<file path="src/rtl/bus_arbiter_pkg.sv">
// Shared definitions for the fluxcore RAM-port arbiter: FSM state encoding
// and the round-robin index step used by the arbiter and its picker.
package bus_arbiter_pkg;

  typedef enum logic [1:0] {
    ARB_IDLE  = 2'd0,
    ARB_ISSUE = 2'd1,
    ARB_WAIT  = 2'd2,
    ARB_RESP  = 2'd3
  } arb_state_t;

  function automatic int unsigned rr_next(input int unsigned idx, input int unsigned n);
    return (idx + 1 == n) ? 0 : idx + 1;
  endfunction

endpackage

</file>
<file path="src/rtl/bus_arbiter_rr_picker.sv">
// Combinational round-robin picker: first high req searching from ptr upward,
// wrapping at N. Reusable for any shared resource.
module rr_picker
  import bus_arbiter_pkg::*;
#(
  parameter int unsigned N  = 3,
  parameter int unsigned PW = $clog2(N)
) (
  input  logic [N-1:0]  req,
  input  logic [PW-1:0] ptr,
  output logic [N-1:0]  win,
  output logic          any
);

  int unsigned cur;

  always_comb begin
    win = '0;
    any = 1'b0;
    cur = 32'(ptr);
    for (int unsigned k = 0; k < N; k++) begin
      if (!any && req[PW'(cur)]) begin
        win[PW'(cur)] = 1'b1;
        any           = 1'b1;
      end
      cur = rr_next(cur, N);
    end
  end

endmodule

</file>
<file path="src/rtl/bus_arbiter.sv">
// Round-robin arbiter for the single shared RAM port; one transaction in
// flight, IDLE -> ISSUE -> WAIT (MEM_LAT cycles) -> RESP.
module bus_arbiter
  import bus_arbiter_pkg::*;
#(
  parameter int unsigned NUM_REQ = 3,
  parameter int unsigned ADDR_W  = 8,
  parameter int unsigned DATA_W  = 8,
  parameter int unsigned MEM_LAT = 1
) (
  input  logic                      clk,
  input  logic                      reset,
  input  logic [NUM_REQ-1:0]        req,
  input  logic [NUM_REQ-1:0]        we,
  input  logic [NUM_REQ*ADDR_W-1:0] addr,
  input  logic [NUM_REQ*DATA_W-1:0] wdata,
  output logic [NUM_REQ-1:0]        gnt,
  output logic [NUM_REQ-1:0]        rvalid,
  output logic [DATA_W-1:0]         rdata,
  output logic                      mem_en,
  output logic                      mem_we,
  output logic [ADDR_W-1:0]         mem_addr,
  output logic [DATA_W-1:0]         mem_wdata,
  input  logic [DATA_W-1:0]         mem_rdata
);

  localparam int unsigned PTR_W = $clog2(NUM_REQ);
  localparam int unsigned CNT_W = $clog2(MEM_LAT + 1);

  arb_state_t         state, state_n;
  logic [PTR_W-1:0]   ptr;
  logic [PTR_W-1:0]   sel;
  logic [PTR_W-1:0]   win_idx;
  logic               sel_we;
  logic [ADDR_W-1:0]  sel_addr;
  logic [DATA_W-1:0]  sel_wdata;
  logic [DATA_W-1:0]  rdata_q;
  logic [CNT_W-1:0]   cnt;
  logic [NUM_REQ-1:0] win;
  logic               any;

  logic [ADDR_W-1:0]  addr_arr  [NUM_REQ];
  logic [DATA_W-1:0]  wdata_arr [NUM_REQ];

  for (genvar g = 0; g < NUM_REQ; g++) begin : g_unpack
    assign addr_arr[g]  = addr[g*ADDR_W +: ADDR_W];
    assign wdata_arr[g] = wdata[g*DATA_W +: DATA_W];
  end

  rr_picker #(
    .N  (NUM_REQ),
    .PW (PTR_W)
  ) u_picker (
    .req (req),
    .ptr (ptr),
    .win (win),
    .any (any)
  );

  always_comb begin
    win_idx = '0;
    for (int unsigned i = 0; i < NUM_REQ; i++) begin
      if (win[i]) win_idx = PTR_W'(i);
    end
  end

  always_comb begin
    state_n = state;
    gnt     = '0;
    rvalid  = '0;
    mem_en  = 1'b0;
    mem_we  = 1'b0;
    case (state)
      ARB_IDLE:  if (any) state_n = ARB_ISSUE;
      ARB_ISSUE: begin
        mem_en   = 1'b1;
        mem_we   = sel_we;
        gnt[sel] = 1'b1;
        state_n  = ARB_WAIT;
      end
      ARB_WAIT:  if (cnt == '0) state_n = ARB_RESP;
      ARB_RESP: begin
        rvalid[sel] = 1'b1;
        state_n     = ARB_IDLE;
      end
      default:   state_n = ARB_IDLE;
    endcase
  end

  always_ff @(posedge clk) begin
    if (reset) begin
      state     <= ARB_IDLE;
      ptr       <= '0;
      sel       <= '0;
      sel_we    <= 1'b0;
      sel_addr  <= '0;
      sel_wdata <= '0;
      cnt       <= '0;
      rdata_q   <= '0;
    end else begin
      state <= state_n;
      case (state)
        ARB_IDLE: if (any) begin
          sel       <= win_idx;
          sel_we    <= we[win_idx];
          sel_addr  <= addr_arr[win_idx];
          sel_wdata <= wdata_arr[win_idx];
        end
        ARB_ISSUE: begin
          ptr <= PTR_W'(rr_next(32'(sel), NUM_REQ));
          cnt <= CNT_W'(MEM_LAT - 1);
        end
        // Counter reaching zero marks the cycle mem_rdata is valid.
        ARB_WAIT: begin
          if (cnt == '0) begin
            if (!sel_we) rdata_q <= mem_rdata;
          end else begin
            cnt <= cnt - 1'b1;
          end
        end
        default: ;
      endcase
    end
  end

  assign mem_addr  = sel_addr;
  assign mem_wdata = sel_wdata;
  assign rdata     = rdata_q;

endmodule
</file>
<file path="config.mk">
export PLATFORM = sky130hd
export DESIGN_NAME = bus_arbiter
export DESIGN_NICKNAME = d
export VERILOG_FILES = /design/src/rtl/bus_arbiter_pkg.sv /design/src/rtl/bus_arbiter_rr_picker.sv /design/src/rtl/bus_arbiter.sv
export SDC_FILE = /design/constraint.sdc
export NUM_CORES = 1
export LEC_CHECK = 0
export CAP_MARGIN = 20
export CORE_MARGIN = 3
export CORE_UTILIZATION = 40
export DETAILED_ROUTE_END_ITERATION = 8
export PLACE_DENSITY = 0.94
export REMOVE_ABC_BUFFERS = 1
export SKIP_CTS_REPAIR_TIMING = 1
export SLEW_MARGIN = 15
export SYNTH_ARGS = -nofsm -noshare
export SYNTH_HDL_FRONTEND = slang
export SYNTH_SLANG_ARGS = --single-unit
</file>
<file path="constraint.sdc">
create_clock -name clk -period 2.5 [get_ports clk]
set_input_delay 0.625 -clock clk [delete_from_list [all_inputs] [get_ports clk]]
set_output_delay 0.625 -clock clk [all_outputs]
set_load 0.03 [all_outputs]
</file>
==> results_tabular.tex <==
\begin{tabular}{lr}
\hline
Metric & Value \\
\hline
\multicolumn{2}{l}{\textbf{Pwr}} \\
\quad Cell Pwr Density & 852 nW/um\^{}2 \\
\quad Worst vdd rail ir drop & 0.426 mV \\
\quad Leakage power & 1.11 nW \\
\quad Overall power of the completed layout & between 2 and 2.5 mW \\
\multicolumn{2}{l}{\textbf{Yosys}} \\
\quad Most area-hungry cell type in the Yosys netlist & sky130\_fd\_sc\_hd\_\_dfxtp\_1 \\
\quad EDFF count, synth & 0 \\
\quad Average cell area after synthesis & 10.4 um\^{}2 \\
\quad Part of the Yosys area used for sequential elements & 0.384 \\
\quad Cells after Synth & 156 \\
\quad Post-Syn Area & $\sim$1600 um\^{}2 \\
\quad Yosys synthesis warning count & 0 \\
\quad Cell with the most instances after synthesis & sky130\_fd\_sc\_hd\_\_dfxtp\_1 \\
\quad Most common flop cell mapped by yosys & sky130\_fd\_sc\_hd\_\_dfxtp\_1 \\
\quad Leading cell types by count after synthesis & sky130\_fd\_sc\_hd\_\_dfxtp\_1 (31), sky130\_fd\_sc\_hd\_\_mux2i\_1 (26), sky130\_fd\_sc\_hd\_\_a32oi\_1 (17) \\
\quad Top cells by area, synth & sky130\_fd\_sc\_hd\_\_dfxtp\_1 (38\%), sky130\_fd\_sc\_hd\_\_mux2i\_1 (16\%), sky130\_fd\_sc\_hd\_\_a32oi\_1 (9.2\%) \\
\quad Count of unique library cells instantiated by Yosys & 30 \\
\quad Area share of the largest cell type after synthesis & 0.384 \\
\quad Number of synthesized register bits & 31 \\
\quad Share of flip-flops with an asynchronous set or reset & 0 \\
\multicolumn{2}{l}{\textbf{GRT}} \\
\quad Grt total ovfl & 0 \\
\quad Antenna violations before repair & 0 \\
\quad Pin count of the biggest net entering global routing & 32 \\
\quad Total routing usage reported by global routing & 0.191 \\
\quad Number of global-route vias before repair & about 1,600 \\
\quad Global-route wire length before repair & 7460 um \\
\multicolumn{2}{l}{\textbf{STA}} \\
\quad Final setup violating endpoints & 0 \\
\quad Max-slew headroom & 0.496 \\
\quad Final-layout setup total negative slack & 0 ns \\
\quad Slew at the pin with the worst max-slew slack & about 0.76 ns \\
\quad Unrepaired setup endpoints after global routing & false \\
\quad Final number of max-transition violations & 0 \\
\quad Post-layout min period & 2.43 ns \\
\quad Final worst-path setup slack & 0.0703 ns \\
\quad Hold violation total from the final report & 0 \\
\quad Final worst-path cycle share & 0.972 \\
\quad Post-Route Skew & 0.00574 ns \\
\quad Maximum operating frequency & 412 MHz \\
\multicolumn{2}{l}{\textbf{Worst setup path}} \\
\quad Crit path largest cell delay & $\sim$0.71 ns \\
\quad Buffers \& Inverters on Critical Path & 1 \\
\quad Family with the most delay on the worst path & buffers and inverters \\
\quad Worst-path maximum fanout & 4 \\
\quad Standard cell with the maximum stage delay on the critical path & sky130\_fd\_sc\_hd\_\_clkdlybuf4s50\_1 \\
\quad Required time of the critical path & 1.88 ns \\
\quad Cells traversed along the worst timing path & ha\_1 > nor3b\_1 > clkdlybuf4s50\_1 \\
\quad Arrival time of data at the critical path endpoint & about 1.8 ns \\
\quad Sort of element at the start of the critical path & flip-flop \\
\quad Sort of element at the end of the critical path & output pin \\
\quad Startpoint-to-endpoint class of the critical path & reg2out \\
\multicolumn{2}{l}{\textbf{Job}} \\
\quad Number of maximum-capacitance violations & 0 \\
\multicolumn{2}{l}{\textbf{CTS}} \\
\quad Cell at the root of the clock tree & sky130\_fd\_sc\_hd\_\_clkbuf\_8 \\
\quad Total clock sinks & 31 \\
\quad Clock tree from TritonCTS & done \\
\quad Clock latency on the worst-skew pair & 0.28 ns \\
\quad Maximum clock path buffer count & 2 \\
\quad Maximum level of the CTS H-tree & 2 \\
\quad Clock-pin slew reported for the worst setup and hold paths after clock tree synthesis & approximately 0.06 ns \\
\quad Num CTS Buffers & 5 \\
\multicolumn{2}{l}{\textbf{Drt}} \\
\quad First DRT Iteration DRCs & 34 \\
\quad First-pass iteration count of the detailed router & 4 \\
\quad Routed wire length on met3 & roughly 440 um \\
\quad Uppermost layer routed & met4 \\
\quad Count of vias placed by the detailed router & around 1,600 \\
\quad M1 WL & 1870 um \\
\quad Remaining routing DRC violations & 0 \\
\quad Routed WL per cell & approximately 15 um \\
\quad Antenna viol nets, final & 0 \\
\quad Total met2 wirelength after detailed routing & about 2200 um \\
\quad Drt via density & roughly 5.4 \\
\quad Wire length after detailed routing & approximately 4600 um \\
\multicolumn{2}{l}{\textbf{Place}} \\
\quad Port Buffers & 95 \\
\quad Inst Count DP & 293 \\
\quad Pre-CTS setup slack & between 0.1 and 0.15 ns \\
\quad Final GP Congestion & between 0.7 and 0.8 \\
\quad Sum of net half-perimeters after detailed placement & 3560 um \\
\multicolumn{2}{l}{\textbf{Floorplan}} \\
\quad Top-Level Pins & 96 \\
\quad Area of the die & approximately 4800 um\^{}2 \\
\quad Die width & 69.5 um \\
\quad Die H & about 70 um \\
\quad Cell row count & 22 \\
\quad Core Region & around 3800 um\^{}2 \\
\quad Initial standard-cell utilization of the core & 0.428 \\
\multicolumn{2}{l}{\textbf{Final layout}} \\
\quad Number of standard cells in the final layout excluding fillers & roughly 300 \\
\quad Signed area change from the synthesized netlist to the final layout & 67.9\% \\
\quad Utilization after layout & 0.719 \\
\quad Antenna Cells & 0 \\
\quad Layout cells sized above 1 & 0.107 \\
\quad Count of nets after finishing & 321 \\
\multicolumn{2}{l}{\textbf{Min path}} \\
\quad Worst min-delay path class & reg2reg \\
\multicolumn{2}{l}{\textbf{Run status}} \\
\quad Outcome & finished clean \\
\hline
\end{tabular}
-- cell usage in the layout (no fill, tap or decap), types with 5 or more instances in the layout --
cell                              synthesis  routed
sky130_fd_sc_hd__a32oi_1                 17      17
sky130_fd_sc_hd__buf_4                    1       6
sky130_fd_sc_hd__clkbuf_8                 0       7
sky130_fd_sc_hd__clkdlybuf4s50_1          0      92
sky130_fd_sc_hd__dfxtp_1                 31      31
sky130_fd_sc_hd__ha_1                     5       5
sky130_fd_sc_hd__mux2i_1                 26      26
sky130_fd_sc_hd__nor2_1                  13      13
sky130_fd_sc_hd__o22ai_1                  7       7
sky130_fd_sc_hd__o22ai_2                 10      10
-- metal layers --
layer | vias to the layer above | global-route usage
li1 | 787 | -
met1 | 734 | 0.209
met2 | 93 | 0.332
met3 | 8 | 0.0652
met4 | 0 | 0.0868
met5 | - | 0
-- per-stage QoR --
| step | hold slack [ns] | area (um^2) |
|---|---|---|
| floorplan | 0.486 | 1520 |
| global placement | 0.471 | 2600 |
| detailed placement | 0.483 | 2600 |
| CTS | 0.499 | 2700 |
| global route | 0.523 | 2710 |
| finish | 0.492 | 2710 |
-- final timing paths --
| path | start | endpoint | slack [ns] | cells after the start |
|---|---|---|---|---|
| max | state[1]$_SDFFE_PP0P_ | rvalid[2] | 0.07 | 3 |
| min | rdata[2]$_SDFFE_PP0P_ | rdata[2]$_SDFFE_PP0P_ | 0.49 | 2 |
| max reg2reg | state[0]$_SDFFE_PP0P_ | mem_wdata[6]$_SDFFE_PP0P_ | 0.75 | 7 |
| min reg2reg | rdata[2]$_SDFFE_PP0P_ | rdata[2]$_SDFFE_PP0P_ | 0.49 | 2 |
-- worst register-to-register path: stages (launching register included) --
cell,delay (ns)
sky130_fd_sc_hd__dfxtp_1,0.38
sky130_fd_sc_hd__inv_1,0.10
sky130_fd_sc_hd__ha_1,0.24
sky130_fd_sc_hd__o21ai_0,0.16
sky130_fd_sc_hd__a21boi_1,0.27
sky130_fd_sc_hd__buf_4,0.24
sky130_fd_sc_hd__a32oi_1,0.09
sky130_fd_sc_hd__o22ai_2,0.20
-- layout make-up --
class | instances | area (um^2)
fillers | 307 | 1060
well taps | 48 | 60.1
repair buffers | 102 | 1020
flip-flops and latches | 31 | 621
inverters | 4 | 15.0
clock buffers | 7 | 96.3
clock inverters | 1 | 7.51
multi-input cells | 108 | 888
-- sequential cells by signal, summed over array words and instances (netlist names) --
signal and cells:
mem_addr 8, rdata 8, state 2, ptr 2, sel 2, mem_wdata 8, sel_we 1
-- kinds of logic (layout without fill, tap and decap cells) --
logic type | count (synthesis) | in the layout | synth area share
AO/OA/AOI/OAI | 46 | 46 | 0.250
flip-flops | 31 | 31 | 0.384
AND/OR/NAND/NOR | 31 | 31 | 0.0999
multiplexers | 26 | 26 | 0.161
buffers and inverters | 17 | 114 | 0.0658
adder cells (fa/ha/maj) | 5 | 5 | 0.0387
-- report_power, final --
part	internal, mW	total [mW]	switching [mW]
registers	0.622	0.709	0.0876
logic	0.532	1.17	0.635
clock network	0.250	0.433	0.183
(Power assumes the default switching activity.)
